## config.mk

```make
export PLATFORM = sky130hd
export DESIGN_NAME = alu_flag_stage_flat
export DESIGN_NICKNAME = d
export VERILOG_FILES = /design/src/rtl/alu_flag_stage_pkg.sv /design/src/rtl/alu_flag_stage_if.sv /design/src/rtl/alu_flag_stage_skid_buf_2.sv /design/src/rtl/zero_check.sv /design/src/rtl/alu_flag_stage.sv /design/src/flat_wrapper.sv
export SDC_FILE = /design/constraint.sdc
export NUM_CORES = 1
export LEC_CHECK = 0
export BUFFER_PORTS_ARGS = -buffer_cell sky130_fd_sc_hd__buf_2
export CORE_MARGIN = 1
export CORE_UTILIZATION = 28
export DETAILED_ROUTE_END_ITERATION = 7
export PLACE_DENSITY_LB_ADDON = 0.05
export SYNTH_ARGS = -nofsm -noshare
export SYNTH_HDL_FRONTEND = slang
export SYNTH_SLANG_ARGS = --single-unit
export TNS_END_PERCENT = 30
```

## constraint.sdc

```tcl
create_clock -name clk -period 1.65 [get_ports clk]
set_clock_uncertainty 0.2 [all_clocks]
set_input_delay 0.2475 -clock clk [delete_from_list [all_inputs] [get_ports clk]]
set_output_delay 0.2475 -clock clk [all_outputs]
set_load 0.1 [all_outputs]
```

## src/rtl/alu_flag_stage_pkg.sv

```systemverilog
// Shared types and constants for the ALU flag output stage: data width,
// flag bit positions, the stored entry format and the skid-buffer state encoding.
package alu_pkg;

   localparam int DATA_W = 32;

   // Bit positions inside alu_entry_t.flags
   localparam int FLAG_ZERO  = 0;
   localparam int FLAG_NEG   = 1;
   localparam int FLAG_CARRY = 2;
   localparam int FLAG_OVF   = 3;

   // One stored result: 32-bit sum plus four status flags (36 bits)
   typedef struct packed {
      logic [31:0] sum;
      logic [3:0]  flags;
   } alu_entry_t;

   // Occupancy of the 2-entry skid buffer
   typedef enum logic [1:0] {
      EMPTY = 2'b00,
      ONE   = 2'b01,
      TWO   = 2'b10
   } state_t;

endpackage : alu_pkg

```

## src/rtl/alu_flag_stage_if.sv

```systemverilog
// Handshake and data bundle between the adder, the flag stage and its consumer.
// slave: the flag stage's view; master: the surrounding environment's view.
interface alu_flag_stage_if;
   import alu_pkg::*;

   logic              in_valid;
   logic              in_ready;
   logic [DATA_W-1:0] in_sum;
   logic              in_carry;
   logic              in_ovf;
   logic              out_valid;
   logic              out_ready;
   logic [DATA_W-1:0] out_sum;
   logic              out_zero;
   logic              out_neg;
   logic              out_carry;
   logic              out_ovf;

   modport slave (
      input  in_valid, in_sum, in_carry, in_ovf, out_ready,
      output in_ready, out_valid, out_sum, out_zero, out_neg, out_carry, out_ovf
   );

   modport master (
      output in_valid, in_sum, in_carry, in_ovf, out_ready,
      input  in_ready, out_valid, out_sum, out_zero, out_neg, out_carry, out_ovf
   );

endinterface : alu_flag_stage_if

```

## src/rtl/alu_flag_stage_skid_buf_2.sv

```systemverilog
// skid_buf_2: generic 2-entry skid buffer. All handshake outputs are
// registered; in_ready never depends combinationally on out_ready.
module skid_buf_2 #(
   parameter int W = 36
) (
   input  logic         clk,
   input  logic         rst_n,
   input  logic         in_valid,
   output logic         in_ready,
   input  logic [W-1:0] in_data,
   output logic         out_valid,
   input  logic         out_ready,
   output logic [W-1:0] out_data
);
   import alu_pkg::*;

   state_t       state;
   logic [W-1:0] main_q;
   logic [W-1:0] skid_q;
   logic         in_xfer;
   logic         out_xfer;

   assign in_xfer  = in_valid && in_ready;
   assign out_xfer = out_valid && out_ready;
   assign out_data = main_q;

   // Occupancy FSM: loads main/skid entries and registers the handshake outputs
   always_ff @(posedge clk or negedge rst_n) begin
      if (!rst_n) begin
         state     <= EMPTY;
         in_ready  <= 1'b1;
         out_valid <= 1'b0;
         // NOTE: both entries are reset, not only the valid bit, so out_* read 0 after reset.
         main_q    <= '0;
         skid_q    <= '0;
      end else begin
         // NOTE: non-blocking assignments throughout; every register updates from pre-edge values.
         case (state)
            EMPTY: begin
               if (in_xfer) begin
                  main_q    <= in_data;
                  out_valid <= 1'b1;
                  state     <= ONE;
               end
            end
            ONE: begin
               if (in_xfer && out_xfer) begin
                  main_q <= in_data;
               end else if (in_xfer) begin
                  skid_q   <= in_data;
                  in_ready <= 1'b0;
                  state    <= TWO;
               end else if (out_xfer) begin
                  out_valid <= 1'b0;
                  state     <= EMPTY;
               end
            end
            TWO: begin
               if (out_xfer) begin
                  main_q   <= skid_q;
                  in_ready <= 1'b1;
                  state    <= ONE;
               end
            end
            default: begin
               state     <= EMPTY;
               in_ready  <= 1'b1;
               out_valid <= 1'b0;
            end
         endcase
      end
   end

endmodule : skid_buf_2

```

## src/rtl/zero_check.sv

```systemverilog
// Combinational 32-bit zero detector.
module zero_check (
   input  logic [31:0] data,
   output logic        zero
);

   assign zero = (data == 32'd0);

endmodule : zero_check

```

## src/rtl/alu_flag_stage.sv

```systemverilog
// alu_flag_stage: derives zero/neg/carry/ovf for each adder result and
// presents result plus flags through a registered 2-entry skid buffer.
// Optional feature macro: STICKY_FLAGS_EN adds sticky zero/carry/ovf bits
// on out_sticky[2:0] = {ovf, carry, zero}, cleared by flags_clr.
module alu_flag_stage #(
   parameter int DATA_W = alu_pkg::DATA_W
) (
   input  logic                clk,
   input  logic                rst_n,
   alu_flag_stage_if.slave     bus,
   input  logic                flags_clr
`ifdef STICKY_FLAGS_EN
   ,
   output logic [2:0]          out_sticky
`endif
);
   import alu_pkg::*;

   // The zero detector and entry format are fixed at 32 bits
   if (DATA_W != 32) begin : g_bad_width
      $error("alu_flag_stage: DATA_W must be 32");
   end

   logic       zero;
   alu_entry_t in_entry;
   alu_entry_t out_entry;

   zero_check u_zero_check (
      .data (bus.in_sum),
      .zero (zero)
   );

   // Assemble the entry to capture: sum plus flags derived from the input side
   always_comb begin
      // NOTE: default first so every bit is assigned on every pass and no latch is inferred.
      in_entry                    = '0;
      in_entry.sum                = bus.in_sum;
      in_entry.flags[FLAG_ZERO]   = zero;
      in_entry.flags[FLAG_NEG]    = bus.in_sum[31];
      in_entry.flags[FLAG_CARRY]  = bus.in_carry;
      in_entry.flags[FLAG_OVF]    = bus.in_ovf;
   end

   skid_buf_2 #(
      .W ($bits(alu_entry_t))
   ) u_skid_buf_2 (
      .clk       (clk),
      .rst_n     (rst_n),
      .in_valid  (bus.in_valid),
      .in_ready  (bus.in_ready),
      .in_data   (in_entry),
      .out_valid (bus.out_valid),
      .out_ready (bus.out_ready),
      .out_data  (out_entry)
   );

   assign bus.out_sum   = out_entry.sum;
   assign bus.out_zero  = out_entry.flags[FLAG_ZERO];
   assign bus.out_neg   = out_entry.flags[FLAG_NEG];
   assign bus.out_carry = out_entry.flags[FLAG_CARRY];
   assign bus.out_ovf   = out_entry.flags[FLAG_OVF];

`ifdef STICKY_FLAGS_EN
   logic       out_xfer;
   logic [2:0] xfer_flags;
   logic [2:0] sticky;

   assign out_xfer   = bus.out_valid && bus.out_ready;
   assign xfer_flags = {out_entry.flags[FLAG_OVF], out_entry.flags[FLAG_CARRY],
                        out_entry.flags[FLAG_ZERO]};
   assign out_sticky = sticky;

   // Accumulate flags of every output transfer; a clear keeps the same-cycle transfer's flags
   always_ff @(posedge clk or negedge rst_n) begin
      if (!rst_n) begin
         sticky <= '0;
      end else if (flags_clr) begin
         sticky <= out_xfer ? xfer_flags : 3'b000;
      end else if (out_xfer) begin
         sticky <= sticky | xfer_flags;
      end
   end
`else
   logic unused_flags_clr;
   assign unused_flags_clr = flags_clr;
`endif

endmodule : alu_flag_stage

```

## src/flat_wrapper.sv

```systemverilog
// flat-port wrapper written by rule: the top's interface ports become plain ports
module alu_flag_stage_flat import alu_pkg::*;
#(
   parameter int DATA_W = alu_pkg::DATA_W
)
  (clk, rst_n, flags_clr, bus_in_valid, bus_in_sum, bus_in_carry, bus_in_ovf, bus_out_ready, bus_in_ready, bus_out_valid, bus_out_sum, bus_out_zero, bus_out_neg, bus_out_carry, bus_out_ovf);
  alu_flag_stage_if bus_i ();
  input  logic clk;
  input  logic rst_n;
  input  logic flags_clr;
  input wire logic [$bits(bus_i.in_valid)-1:0] bus_in_valid;
  input wire logic [$bits(bus_i.in_sum)-1:0] bus_in_sum;
  input wire logic [$bits(bus_i.in_carry)-1:0] bus_in_carry;
  input wire logic [$bits(bus_i.in_ovf)-1:0] bus_in_ovf;
  input wire logic [$bits(bus_i.out_ready)-1:0] bus_out_ready;
  output wire logic [$bits(bus_i.in_ready)-1:0] bus_in_ready;
  output wire logic [$bits(bus_i.out_valid)-1:0] bus_out_valid;
  output wire logic [$bits(bus_i.out_sum)-1:0] bus_out_sum;
  output wire logic [$bits(bus_i.out_zero)-1:0] bus_out_zero;
  output wire logic [$bits(bus_i.out_neg)-1:0] bus_out_neg;
  output wire logic [$bits(bus_i.out_carry)-1:0] bus_out_carry;
  output wire logic [$bits(bus_i.out_ovf)-1:0] bus_out_ovf;
  assign bus_i.in_valid = bus_in_valid;
  assign bus_i.in_sum = bus_in_sum;
  assign bus_i.in_carry = bus_in_carry;
  assign bus_i.in_ovf = bus_in_ovf;
  assign bus_i.out_ready = bus_out_ready;
  assign bus_in_ready = bus_i.in_ready;
  assign bus_out_valid = bus_i.out_valid;
  assign bus_out_sum = bus_i.out_sum;
  assign bus_out_zero = bus_i.out_zero;
  assign bus_out_neg = bus_i.out_neg;
  assign bus_out_carry = bus_i.out_carry;
  assign bus_out_ovf = bus_i.out_ovf;
  alu_flag_stage #(.DATA_W(DATA_W)) u_core (.clk(clk), .rst_n(rst_n), .bus(bus_i), .flags_clr(flags_clr));
endmodule
```

==> After elaboration in Yosys (flattened, before gate mapping) <==
Index checks and enable logic that the tools add are counted.
{ "totals": {"register_bits": 76, "latch_bits": 0, "ramBits": 0, "rom_bits": 0, "in_bits": 39, "output_inout_bits": 38, "word_cells": 48, "memories": 0} }
{ "op_classes": {"n_addsub": 0, "n_mul": 0, "div": 0, "magnitude_cmp": 0, "eq_ne": 10, "shift": 0, "mux": 19, "bitwise": 3, "reduce_logical": 11} }
{ "ops": {"columns": ["op", "n"], "rows": [
  ["36-bit 2-to-1 mux", 3],
  ["36-bit case mux with 3 select lines", 1],
  ["32-bit zero test", 1],
  ["2-bit != test, second input constant", 7],
  ["4-bit AND reduction", 3],
  ["2-bit 2-to-1 mux", 5],
  ["1-bit 2-to-1 mux", 7],
  ["1-bit case mux with 3 select lines", 2],
  ["2-bit case mux with 3 select lines", 1],
  ["5-bit AND reduction", 1],
  ["1-bit logical AND", 3],
  ["3-bit != test, second input constant", 1],
  ["1-bit NOT", 3],
  ["3-bit AND reduction", 1],
  ["3-bit nonzero test", 1],
  ["2-bit by 1-bit equality test with 1-bit output, second input constant", 1],
  ["2-bit equality test, second input constant", 1],
  ["2-bit zero test", 1]
]} }

==> Longest topological paths before layout <==
Gate-level depths: netlist of run 1.
{ "logic_depth": {"ltp_word": 5, "depth_mapped": 6, "ltp_nobuf": 4} }

==> By module <==
Synthesis of run 1 repeated with hierarchy kept, for this count alone.
{ "unflattened": {"cells_unflattened": 225, "hier_area_um2": 3504.6} }
{ "by_module_without_submodules": {"columns": ["module", "instances", "cells_per_inst", "area_per_inst_um2"], "rows": [
  ["skid_buf_2", 1, 214, 3432.0],
  ["zero_check", 1, 11, 72.6]
]} }

==> Worst setup path before layout of run 1 <==
Ideal clock, no wire load.
{ "synth_timing": {"kind": "reg-to-reg", "startpoint": "register u_core.u_skid_buf_2.out_valid", "endpoint": "register u_core.u_skid_buf_2.main_q[0] (netlist: u_core.u_skid_buf_2.out_data[0])", "arrival_time_ps": 1949, "path_slack_ps": -619, "stages_incl_launch_ff": 6, "path_buffers": 1, "period_less_slack_ps": 2269, "path_cell_list": "dfrtp_1 -> a21boi_4 -> o32ai_4 -> buf_2 -> o311ai_1 -> o21a_1"} }
{ "synth_via": {"elab_chain_len": 4, "elab_cells_between_ends": 5} }
{ "synth_rtl": {"columns": ["item", "line_no", "source"], "rows": [
  ["start, declared", "alu_flag_stage_skid_buf_2.sv:11", "output logic out_valid,"],
  ["start signal, assigned", "alu_flag_stage_skid_buf_2.sv:32", "out_valid <= 1'b0;"],
  ["start signal, assigned", "alu_flag_stage_skid_buf_2.sv:42", "out_valid <= 1'b1;"],
  ["start signal, assigned", "alu_flag_stage_skid_buf_2.sv:54", "out_valid <= 1'b0;"],
  ["1-bit logical AND (*)", "alu_flag_stage_skid_buf_2.sv:24", "assign out_xfer = out_valid && out_ready;"],
  ["1-bit logical AND", "alu_flag_stage_skid_buf_2.sv:47", "if (in_xfer && out_xfer) begin"],
  ["2-bit != test (no source line)", null, null],
  ["4-bit AND reduction (no source line) (*)", null, null],
  ["end signal, assigned", "alu_flag_stage_skid_buf_2.sv:41", "main_q <= in_data;"],
  ["end signal, assigned", "alu_flag_stage_skid_buf_2.sv:48", "main_q <= in_data;"],
  ["end signal, assigned", "alu_flag_stage_skid_buf_2.sv:60", "main_q <= skid_q;"],
  ["end, declared", "alu_flag_stage_skid_buf_2.sv:18", "logic [W-1:0] main_q;"]
]} }
Mark *: on every way between the ends. The rest lies on a longest branch, timed or not.
A chain may end at the register's enable or synchronous reset.

==> Worst setup path in the final report of run 1 <==
{ "layout_timing": {"startpoint": "register u_core.u_skid_buf_2.in_ready", "endpoint": "register u_core.u_skid_buf_2.main_q[15] (netlist: u_core.u_skid_buf_2.out_data[15])"} }
{ "layout_via": {"elab_chain_len": 4, "elab_cells_between_ends": 5} }
{ "layout_rtl": {"columns": ["item", "line_no", "source"], "rows": [
  ["start, declared", "alu_flag_stage_skid_buf_2.sv:9", "output logic in_ready,"],
  ["start signal, assigned", "alu_flag_stage_skid_buf_2.sv:31", "in_ready <= 1'b1;"],
  ["start signal, assigned", "alu_flag_stage_skid_buf_2.sv:51", "in_ready <= 1'b0;"],
  ["start signal, assigned", "alu_flag_stage_skid_buf_2.sv:61", "in_ready <= 1'b1;"],
  ["1-bit logical AND (*)", "alu_flag_stage_skid_buf_2.sv:23", "assign in_xfer = in_valid && in_ready;"],
  ["1-bit logical AND", "alu_flag_stage_skid_buf_2.sv:47", null],
  ["2-bit != test (no source line)", null, null],
  ["4-bit AND reduction (no source line) (*)", null, null]
]} }
Marked as above.

==> out/metrics.csv, run 1 <==
metric,value,unit
status,finished with violations,
violations in the final reports,"hold timing, setup timing",
final max-slew violation count,0,
number of search-and-repair iterations in the first detailed-routing pass,4,
number of placement rows,39,
slowest stage cell on the critical path,sky130_fd_sc_hd__dfstp_4,
maximum count of clock buffers along a single path,2,
count of synthesis-stage warnings from yosys,0,
first-pass GRT wire length,14500,um
dpl cell area,4160,um2
sw power,848,uW
unrepaired setup endpoints after global routing,yes,
final critical path time including I/O delays and setup,1740,ps
post-synthesis instance area,3290,um2
layout overhead on the synthesized area,46.9,%
overall die height,110,um
Iteration-0 DRC Markers,76,
sequential share of power,46.3,%
power density over cell area,810,nW/um2
upper clock frequency limit,574,MHz
sequential fraction of the synthesis area,56.3,%
Global Route met3 Usage,4.01,%
Port Buf Inserts,75,
Total Nets Final,474,
gp weighted congestion,0.754,
fraction of final layout cells sized beyond drive strength 1,42.7,%
critical path arrival,1790,ps
Antenna Diode Count,0,
busiest layer in global routing,met2,
Total Power Consumption,3920,uW
initial antenna violation count,0,
cell family contributing the most delay on the critical path,flip-flops,
final hold vios,1,
area enclosed by the die boundary,12200,um2
sum of buffers and inverters on the critical path,2,
maximum fanout encountered on the critical timing path,6,
total non-filler cell area in the finished layout,4840,um2
worst-case setup margin in the final layout,-91.8,ps
synthesized instance count,298,
fraction of met2 tracks used by global routing,23.8,%
share of Yosys cell area claimed by the top area cell type,55.5,%
final hold slack,-3.03,ps
gr usage total,15.3,%
internal power consumption,3070,uW
clk root buf,sky130_fd_sc_hd__clkbuf_16,
number of max-cap violations,0,
logic gate share of total power,5.6,%
Crit Path Class,flop to flop,
Sw Share,21.6,%
worst path cell trace,"nand2_4, o32ai_4, buf_6, clkbuf_16, nor2_2, a31oi_1",
number of I/O pins,77,
core area,11400,um2
ys async rst share,100,%
Synth cell types,26,
global routing usage on met1,20.1,%
clock tree from TritonCTS,yes,
number of synthesized flops with an enable pin,0,
net count after synthesis,337,
most used standard cell by instance count after synthesis,sky130_fd_sc_hd__nand2_1,
Synth Area per Inst,11.1,um2
drt drc,0,
transition time of the tightest slew-check pin,497,ps
post-DP HPWL,5660,um
Num CTS Buffers,9,
worst stage delay on the critical path,620,ps
clock transition at the registers of the reported paths,60,ps
total detailed-routing wirelength,8870,um
Leakage,0.00254,uW
kind of start point of the critical path,flop,
Final Cycle Share,106,%
via count normalized by instance count,4.54,
leading cell types by count after synthesis,"74 x sky130_fd_sc_hd__nand2_1, 73 x sky130_fd_sc_hd__dfrtp_1, 35 x sky130_fd_sc_hd__a31oi_1",
Hold WC Path Type,primary input to flop,
number of global-route vias before repair,2757,
biggest area consumer among synthesized cells,sky130_fd_sc_hd__dfrtp_1,
routed via count,2647,
count of state elements after synthesis,74,
part of the total power dissipated in the clock network,48.1,%
required time reported for the critical path endpoint,1700,ps
setup-violating endpoint count in the final report,66,
post-placement setup slack,-130,ps
biggest area contributors in the synthesized netlist,"sky130_fd_sc_hd__dfrtp_1 55%, sky130_fd_sc_hd__mux2_4 12%, sky130_fd_sc_hd__nand2_1 8.4%, sky130_fd_sc_hd__a31oi_1 6.6%, sky130_fd_sc_hd__nor2_1 3.9%",
maximum vdd ir drop,0.596,mV
Filler Cells Inserted,1166,
average routed wire per standard cell,15.2,um
clock latency reported for the late side of the worst-skew pair,330,ps
htree depth,3,
die extent in x,110,um
final global-route overflow total,0,
Max transition margin,67.1,%
register cell area after layout,1860,um2
Most used DFF post-synth,sky130_fd_sc_hd__dfrtp_1,
antenna violation net count after detailed routing,0,
starting density of the core,28.8,%
maximum number of pins on one net before global-route repair,36,
clock sink count,74,
CP endpoint kind,flop,
area taken by multi-input logic gates,1380,um2
## cell usage in the layout, fill, tap and decap left out, drive strengths merged
cell and count:
nand4 3, buf 116, nor2 34, nor2b 1, dfrtp 73, clkbuf 18
o32ai 1, a21boi 1, xor2 1, mux2 34, o22ai 2, o21a 1
nand2 74, nor4 8, a31oi 35, clkinvlp 1, dlygate4sd3 26, dfstp 1
inv 3, o311ai 1, nand2b 2, a21oi 3, o31ai 1
## power groups by stage
stage | combinational, uW | clock, uW | sequential, uW
floorplan | 25.5 | 0 | 1850
global placement | 175 | 0 | 1850
detailed placement | 175 | 0 | 1850
CTS | 225 | 1950 | 1810
global route | 247 | 2010 | 1810
finish | 219 | 1880 | 1820
## worst paths after layout
path | start | to | slack [ps] | cells past startpoint
worst max-delay path | u_core.u_skid_buf_2.in_ready | u_core.u_skid_buf_2.out_data[15] | -90 | 6
worst min-delay path | bus_in_sum[18] | u_core.u_skid_buf_2.skid_q[22] | -3 | 2
worst max register to register | u_core.u_skid_buf_2.in_ready | u_core.u_skid_buf_2.out_data[15] | -90 | 6
worst min register to register | u_core.u_skid_buf_2.skid_q[0] | u_core.u_skid_buf_2.skid_q[0] | 290 | 2
max in group asynchronous | rst_n | u_core.u_skid_buf_2.in_ready | 520 | 3
min in group asynchronous | rst_n | u_core.u_skid_buf_2.skid_q[25] | 150 | 2
## layer usage
metal / vias up / wire (um)
met5: - / 0
met4: 0 / 136
met3: 12 / 293
met2: 45 / 4150
met1: 1284 / 4290
li1: 1306 / -
## timing repair
| item | CTS | global route |
|---|---|---|
| pin swaps | 0 | 0 |
| buffers inserted | 2 | 1 |
| hold buffers | 26 | 0 |
| resized for setup | 3 | 18 |
| cloned | 0 | 2 |
| hold endpoints to repair | 121 | 0 |
| setup endpoints to repair | 70 | 71 |
## kinds of logic (layout without fill, tap and decap cells)
group | count (synthesis) | after routing | share of synthesized area [%]
flops | 74 | 74 | 56.3
mux | 34 | 34 | 14.7
buf+inv | 22 | 164 | 3.72
simple gates | 122 | 122 | 15.4
xor+xnor | 1 | 1 | 0.266
compound gates | 45 | 45 | 9.61
## state kept, by name, indices dropped and copies added (netlist names)
name and count:
u_core.u_skid_buf_2.out_valid 1, u_core.u_skid_buf_2.skid_q 35, u_core.u_skid_buf_2.in_ready 1, u_core.u_skid_buf_2.out_data 35
u_core.u_skid_buf_2.state 2
## layout make-up
cell class | count | share of cell area (%)
sequential | 74 | 38.5
timing repair buffer | 145 | 23.2
inverter | 3 | 0.233
tap | 143 | 3.70
clock buffer | 15 | 5.74
clock inverter | 1 | 0.155
multi-input combinational | 202 | 28.5
## stage by stage
step | setup TNS [ps] | cells | util [%]
floorplan | -17090 | 298 | -
global placement | -4080 | 536 | 36.4
detailed placement | -4480 | 536 | 36.4
CTS | -4010 | 580 | 41.4
global route | -8260 | 583 | 42.4
finish | -3580 | 583 | 42.4
Power figures use the tool's default switching activity.
==> inputs of run 2 (changes only) <==
--- a/config.mk
+++ b/config.mk
@@ -7,7 +7,7 @@
 export LEC_CHECK = 0
 export BUFFER_PORTS_ARGS = -buffer_cell sky130_fd_sc_hd__buf_2
 export CORE_MARGIN = 1
-export CORE_UTILIZATION = 28
+export CORE_UTILIZATION = 30
 export DETAILED_ROUTE_END_ITERATION = 7
 export PLACE_DENSITY_LB_ADDON = 0.05
 export SYNTH_ARGS = -nofsm -noshare
==> constraint.sdc (replaced) <==
create_clock -name clk -period 1.96 [get_ports clk]
set_clock_uncertainty 0.2 [all_clocks]
set_input_delay 0.294 -clock clk [delete_from_list [all_inputs] [get_ports clk]]
set_output_delay 0.294 -clock clk [all_outputs]
set_load 0.1 [all_outputs]
==> out/metrics.csv, run 2 (synthesis gave the netlist of run 1 again) <==
metric,value,unit,change
status,finished clean,,
via count normalized by instance count,4.62,,+1.8%
Total Nets Final,430,,-9.3%
Port Buf Inserts,75,,unchanged
CP endpoint kind,primary output,,
htree depth,3,,unchanged
share of the core filled with cells,40.8,%,-1.6 points
power density over cell area,692,nW/um2,-15%
"leading cell type in the layout, fill and taps excluded",sky130_fd_sc_hd__buf_2,,
final hold vios,0,,-1
clock sink count,74,,unchanged
critical path arrival,1420,ps,-370 ps
gp weighted congestion,0.702,,-6.9%
internal power consumption,2250,uW,-27%
register cell area after layout,1860,um2,unchanged
post-DP HPWL,5120,um,-9.5%
layout overhead on the synthesized area,29.6,%,
area taken by multi-input logic gates,1360,um2,-1.4%
sw power,701,uW,-17%
number of placement rows,37,,-5.1%
"commonest cells after routing, fill and taps aside","74 x sky130_fd_sc_hd__buf_2, 73 x sky130_fd_sc_hd__nand2_1, 72 x sky130_fd_sc_hd__dfrtp_1",,
Num CTS Buffers,9,,unchanged
Leakage,0.00223,uW,-12%
required time reported for the critical path endpoint,1470,ps,-230 ps
clock transition at the registers of the reported paths,90,ps,+30 ps
Antenna Diode Count,0,,unchanged
worst path cell trace,buf_2,,
number of max-cap violations,0,,unchanged
setup-violating endpoint count in the final report,0,,-100%
cell family contributing the most delay on the critical path,flip-flops,,
first-pass GRT wire length,13200,um,-9.3%
clock latency reported for the late side of the worst-skew pair,350,ps,+20 ps
Filler Cells Inserted,1065,,-8.7%
drt drc,0,,unchanged
number of I/O pins,77,,unchanged
total detailed-routing wirelength,8070,um,-9.0%
maximum count of clock buffers along a single path,2,,unchanged
worst-case setup margin in the final layout,48.2,ps,+140 ps
maximum number of pins on one net before global-route repair,47,,+31%
transition time of the tightest slew-check pin,504,ps,+7.22 ps
average routed wire per standard cell,15.2,um,-0.32%
Crit Path Class,flop to primary output,,
overall die height,107,um,-3.3%
fraction of final layout cells sized beyond drive strength 1,37.6,%,-5.1 points
antenna violation net count after detailed routing,0,,unchanged
maximum vdd ir drop,0.320,mV,-46%
Hold WC Path Type,primary input to flop,,
initial antenna violation count,0,,unchanged
final hold slack,15.8,ps,+18.8 ps
upper clock frequency limit,523,MHz,
number of search-and-repair iterations in the first detailed-routing pass,4,,unchanged
maximum fanout encountered on the critical timing path,4,,-2
final global-route overflow total,0,,unchanged
die extent in x,107,um,-3.3%
area enclosed by the die boundary,11400,um2,-6.6%
starting density of the core,31.5,%,+2.6 points
unrepaired setup endpoints after global routing,yes,,
post-placement setup slack,89.2,ps,+219 ps
clk root buf,sky130_fd_sc_hd__clkbuf_8,,
logic gate share of total power,5.1,%,-0.5 points
number of global-route vias before repair,2526,,-8.4%
final sum of negative setup slack,0,ps,+3580 ps
Final Cycle Share,97.5,%,
sequential share of power,51.7,%,+5.4 points
post-route insts no fill,532,,-8.7%
Post-CTS Setup Bufs,0,,-2
final max-slew violation count,0,,unchanged
clock tree from TritonCTS,yes,,
Iteration-0 DRC Markers,57,,-25%
count of placed standard cells including taps,501,,-6.5%
core area,10500,um2,-8.4%
Sw Share,23.7,%,+2.1 points
worst stage delay on the critical path,650,ps,+30 ps
gr usage total,15.2,%,-0.073 points
kind of start point of the critical path,flop,,
final critical path time including I/O delays and setup,1910,ps,
sum of buffers and inverters on the critical path,1,,-1
Max transition margin,66.6,%,-0.48 points
routed via count,2460,,-7.1%
part of the total power dissipated in the clock network,43.2,%,-4.9 points
slowest stage cell on the critical path,sky130_fd_sc_hd__dfstp_4,,
-- run 2: final cells by class --
cell class                      count  share of cell area [%]
Inverter                            3                   0.264
Multi-Input combinational cell    202                    31.9
Clock inverter                      5                    1.44
Tap cell                          136                    3.99
Timing Repair Buffer              101                    15.3
Clock buffer                       11                    3.55
Sequential cell                    74                    43.6
-- run 2: path summary, 6_finish.rpt --
path / to / slack [ps] / startpoint / cells past startpoint
max: bus_in_ready / 50 / u_core.u_skid_buf_2.in_ready / 1
min: u_core.u_skid_buf_2.skid_q[12] / 20 / bus_in_sum[8] / 2
max reg2reg: u_core.u_skid_buf_2.out_data[0] / 90 / u_core.u_skid_buf_2.in_ready / 5
min reg2reg: u_core.u_skid_buf_2.out_data[0] / 290 / u_core.u_skid_buf_2.out_data[0] / 1
max in group asynchronous: u_core.u_skid_buf_2.skid_q[1] / 810 / rst_n / 3
min in group asynchronous: u_core.u_skid_buf_2.out_data[25] / 190 / rst_n / 2
-- run 2: timing repair --
action                                 CTS  global route
hold buffers                            15             0
endpoints found under the hold margin   45             0
gates resized for setup                  0             6
setup endpoints to repair                0             3
-- run 2: power by group through the flow --
| stage | sequential, uW | combinational [uW] | clock [uW] |
|---|---|---|---|
| after floorplan | 1560 | 21.4 | 0 |
| after global placement | 1560 | 127 | 0 |
| after detailed placement | 1560 | 126 | 0 |
| after CTS | 1530 | 150 | 1320 |
| after global routing | 1530 | 170 | 1390 |
| final | 1520 | 151 | 1280 |
-- run 2: through the flow --
stage               power [uW]  instance area [um2]
global placement          1680                 3870
floorplan                 1580                 3310
CTS                       2990                 4230
detailed placement        1680                 3870
finish                    2950                 4270
global route              3090                 4270
-- run 2: per-layer routing --
layer / vias up / GRT usage, % / share of wire, %
met1: 1188 / 21.3 / 50
met2: 51 / 23.1 / 45
met3: 7 / 3.04 / 3.5
li1: 1214 / - / -
met5: - / 0 / 0
met4: 0 / 5.97 / 1.1
==> inputs of run 3 (changes only) <==
--- a/config.mk
+++ b/config.mk
@@ -5,6 +5,7 @@
 export SDC_FILE = /design/constraint.sdc
 export NUM_CORES = 1
 export LEC_CHECK = 0
+export ABC_AREA = 1
 export BUFFER_PORTS_ARGS = -buffer_cell sky130_fd_sc_hd__buf_2
 export CORE_MARGIN = 1
 export CORE_UTILIZATION = 30
==> out/metrics.csv, run 3 <==
metric,value,unit,change
status,finished with violations,,
violations in the final reports,DRC,,
count of state elements after synthesis,74,,unchanged
Most used DFF post-synth,sky130_fd_sc_hd__dfrtp_1,,
net count after synthesis,438,,+30%
hold path startpoint,bus_in_sum[26],,
final hold vios,0,,unchanged
total detailed-routing wirelength,8510,um,+5.5%
Crit Path Class,flop to primary output,,
Max transition margin,54.6,%,-12 points
slowest stage cell on the critical path,sky130_fd_sc_hd__dfstp_4,,
Final Cycle Share,94.7,%,-2.9 points
number of max-cap violations,0,,unchanged
ys async rst share,100,%,unchanged
final critical path time including I/O delays and setup,1860,ps,-56.1 ps
post-DP HPWL,5680,um,+11%
maximum count of clock buffers along a single path,2,,unchanged
upper clock frequency limit,539,MHz,+3.0%
fraction of final layout cells sized beyond drive strength 1,26.3,%,-11 points
post-placement setup slack,59.9,ps,-29.2 ps
number of global-route vias before repair,2780,,+10%
htree depth,3,,unchanged
worst hold stages,3,,+1
share of Yosys cell area claimed by the top area cell type,50.7,%,-4.7 points
"leading cell type in the layout, fill and taps excluded",sky130_fd_sc_hd__nand2_1,,
Levels on crit path,1,,unchanged
cell family contributing the most delay on the critical path,flip-flops,,
sum of buffers and inverters on the critical path,1,,unchanged
count of synthesis-stage warnings from yosys,0,,unchanged
biggest area consumer among synthesized cells,sky130_fd_sc_hd__dfrtp_1,,
routed via count,2853,,+16%
Antenna Diode Count,0,,unchanged
area enclosed by the die boundary,12400,um2,+9.2%
clk root buf,sky130_fd_sc_hd__clkbuf_16,,
sequential fraction of the synthesis area,51.5,%,-4.8 points
maximum number of pins on one net before global-route repair,37,,-21%
slack of the worst reg-to-reg path,170,ps,+80 ps
Total Nets Final,532,,+24%
final global-route overflow total,0,,unchanged
number of I/O pins,77,,unchanged
most used standard cell by instance count after synthesis,sky130_fd_sc_hd__nand2_1,,
clock sink count,74,,unchanged
required time reported for the critical path endpoint,1470,ps,about the same
setup-violating endpoint count in the final report,0,,unchanged
starting density of the core,31.1,%,-0.34 points
Synth Area per Inst,9.02,um2,-18%
Iteration-0 DRC Markers,84,,+47%
core area,11600,um2,+11%
leading cell types by count after synthesis,"187 x sky130_fd_sc_hd__nand2_1, 73 x sky130_fd_sc_hd__dfrtp_1, 56 x sky130_fd_sc_hd__nor2_1",,
antenna violation net count after detailed routing,0,,unchanged
post-synthesis instance area,3600,um2,+9.3%
drt drc,9,,+9
"commonest cells after routing, fill and taps aside","187 x sky130_fd_sc_hd__nand2_1, 74 x sky130_fd_sc_hd__buf_2, 72 x sky130_fd_sc_hd__dfrtp_1",,
final max-slew violation count,0,,unchanged
average routed wire per standard cell,13.3,um,-12%
number of synthesized flops with an enable pin,0,,unchanged
first-pass GRT wire length,14500,um,+9.7%
Num CTS Buffers,9,,unchanged
R2R depth,5,,unchanged
via count normalized by instance count,4.45,,-3.7%
clock tree from TritonCTS,yes,,
Synth cell types,20,,-23%
number of search-and-repair iterations in the first detailed-routing pass,8,,+4
initial antenna violation count,0,,unchanged
biggest area contributors in the synthesized netlist,"sky130_fd_sc_hd__dfrtp_1 51%, sky130_fd_sc_hd__nand2_1 19%, sky130_fd_sc_hd__a31oi_4 12%, sky130_fd_sc_hd__nor2_1 5.8%, sky130_fd_sc_hd__a31oi_1 2.4%",,
worst path cell trace,buf_2,,
CP endpoint kind,primary output,,
Critical path origin,u_core.u_skid_buf_2.in_ready,,
worst-case setup margin in the final layout,104,ps,+56.1 ps
unrepaired setup endpoints after global routing,no,,
gr usage total,15.0,%,-0.18 points
Port Buf Inserts,75,,unchanged
Hold WC Path Type,primary input to flop,,
kind of start point of the critical path,flop,,
number of placement rows,39,,+5.4%
final sum of negative setup slack,0,ps,unchanged
layout overhead on the synthesized area,27.6,%,
clock transition at the registers of the reported paths,60,ps,-30 ps
gp weighted congestion,0.724,,+3.2%
die extent in x,112,um,+4.5%
clock latency reported for the late side of the worst-skew pair,330,ps,-20 ps
final hold slack,7.34,ps,-8.45 ps
transition time of the tightest slew-check pin,680,ps,+176 ps
Post-CTS Setup Bufs,0,,unchanged
maximum fanout encountered on the critical timing path,3,,-1
worst stage delay on the critical path,610,ps,-40 ps
worst r2r src,u_core.u_skid_buf_2.in_ready,,
critical path arrival,1360,ps,-60 ps
synthesized instance count,399,,+34%
overall die height,112,um,+4.5%
run 3: changes by cell type in the layout (fill, tap and decap cells not counted), sizes merged, moves of 3 or more:
cell / change
dlygate4sd3: +3
mux2: -34
o21ai: +8
clkbuf: +3
nand2: +115
inv: +5
nor4: -8
nor2: +22
clkinvlp: -3
nand4: -3
run 3: cell type report:
class | instances | area, um2
clock buffer | 14 | 264
sequential | 74 | 1860
timing repair buffer | 105 | 693
fill | 1219 | 6970
clock inverter | 2 | 35.0
multi-input combinational | 293 | 1520
tap | 143 | 179
inverter | 10 | 41.3
run 3: through the flow:
step	cells	util, %	instance area, um2
CTS	641	39.7	4590
finish	641	39.7	4590
global route	641	39.7	4590
floorplan	399	-	3610
global placement	607	35.5	4110
detailed placement	607	35.5	4110
run 3: cell families after synthesis:
family | after synthesis | synth area share [%]
compound gates | 46 | 16.2
flops | 74 | 51.5
buf+inv | 32 | 6.43
simple gates | 247 | 26.0
run 3: worst paths after layout:
path                                              endpoint
max                                           bus_in_ready
min                         u_core.u_skid_buf_2.skid_q[30]
max reg2reg                   u_core.u_skid_buf_2.state[1]
min reg2reg                  u_core.u_skid_buf_2.skid_q[1]
max in group asynchronous   u_core.u_skid_buf_2.skid_q[23]
min in group asynchronous  u_core.u_skid_buf_2.out_data[6]
run 3: what timing repair did:
item | in CTS | in global routing
endpoints found under the hold margin | 43 | 0
endpoints found under the setup margin | 0 | 12
hold buffers | 18 | 0
gates resized for setup | 0 | 2
run 3: worst reg2reg max path: cells and delay by family (launching register included):
| family | cells | cell delay, ps |
|---|---|---|
| compound gates | 1 | 180 |
| simple gates | 2 | 150 |
| buf+inv | 2 | 640 |
| flops | 1 | 460 |
run 3: routing by layer:
layer  routed length [um]  vias to the layer above  track usage, %
met2                 3930                       47            24.0
li1                     -                     1458               -
met1                 4080                     1337            19.7
met4                  150                        0            6.76
met3                  345                       11            3.16
met5                    0                        -               0
Power of run 3 is left out: the tool's default activity adds up to more than one toggle a clock period on the data nets, which glitch-free logic cannot reach.
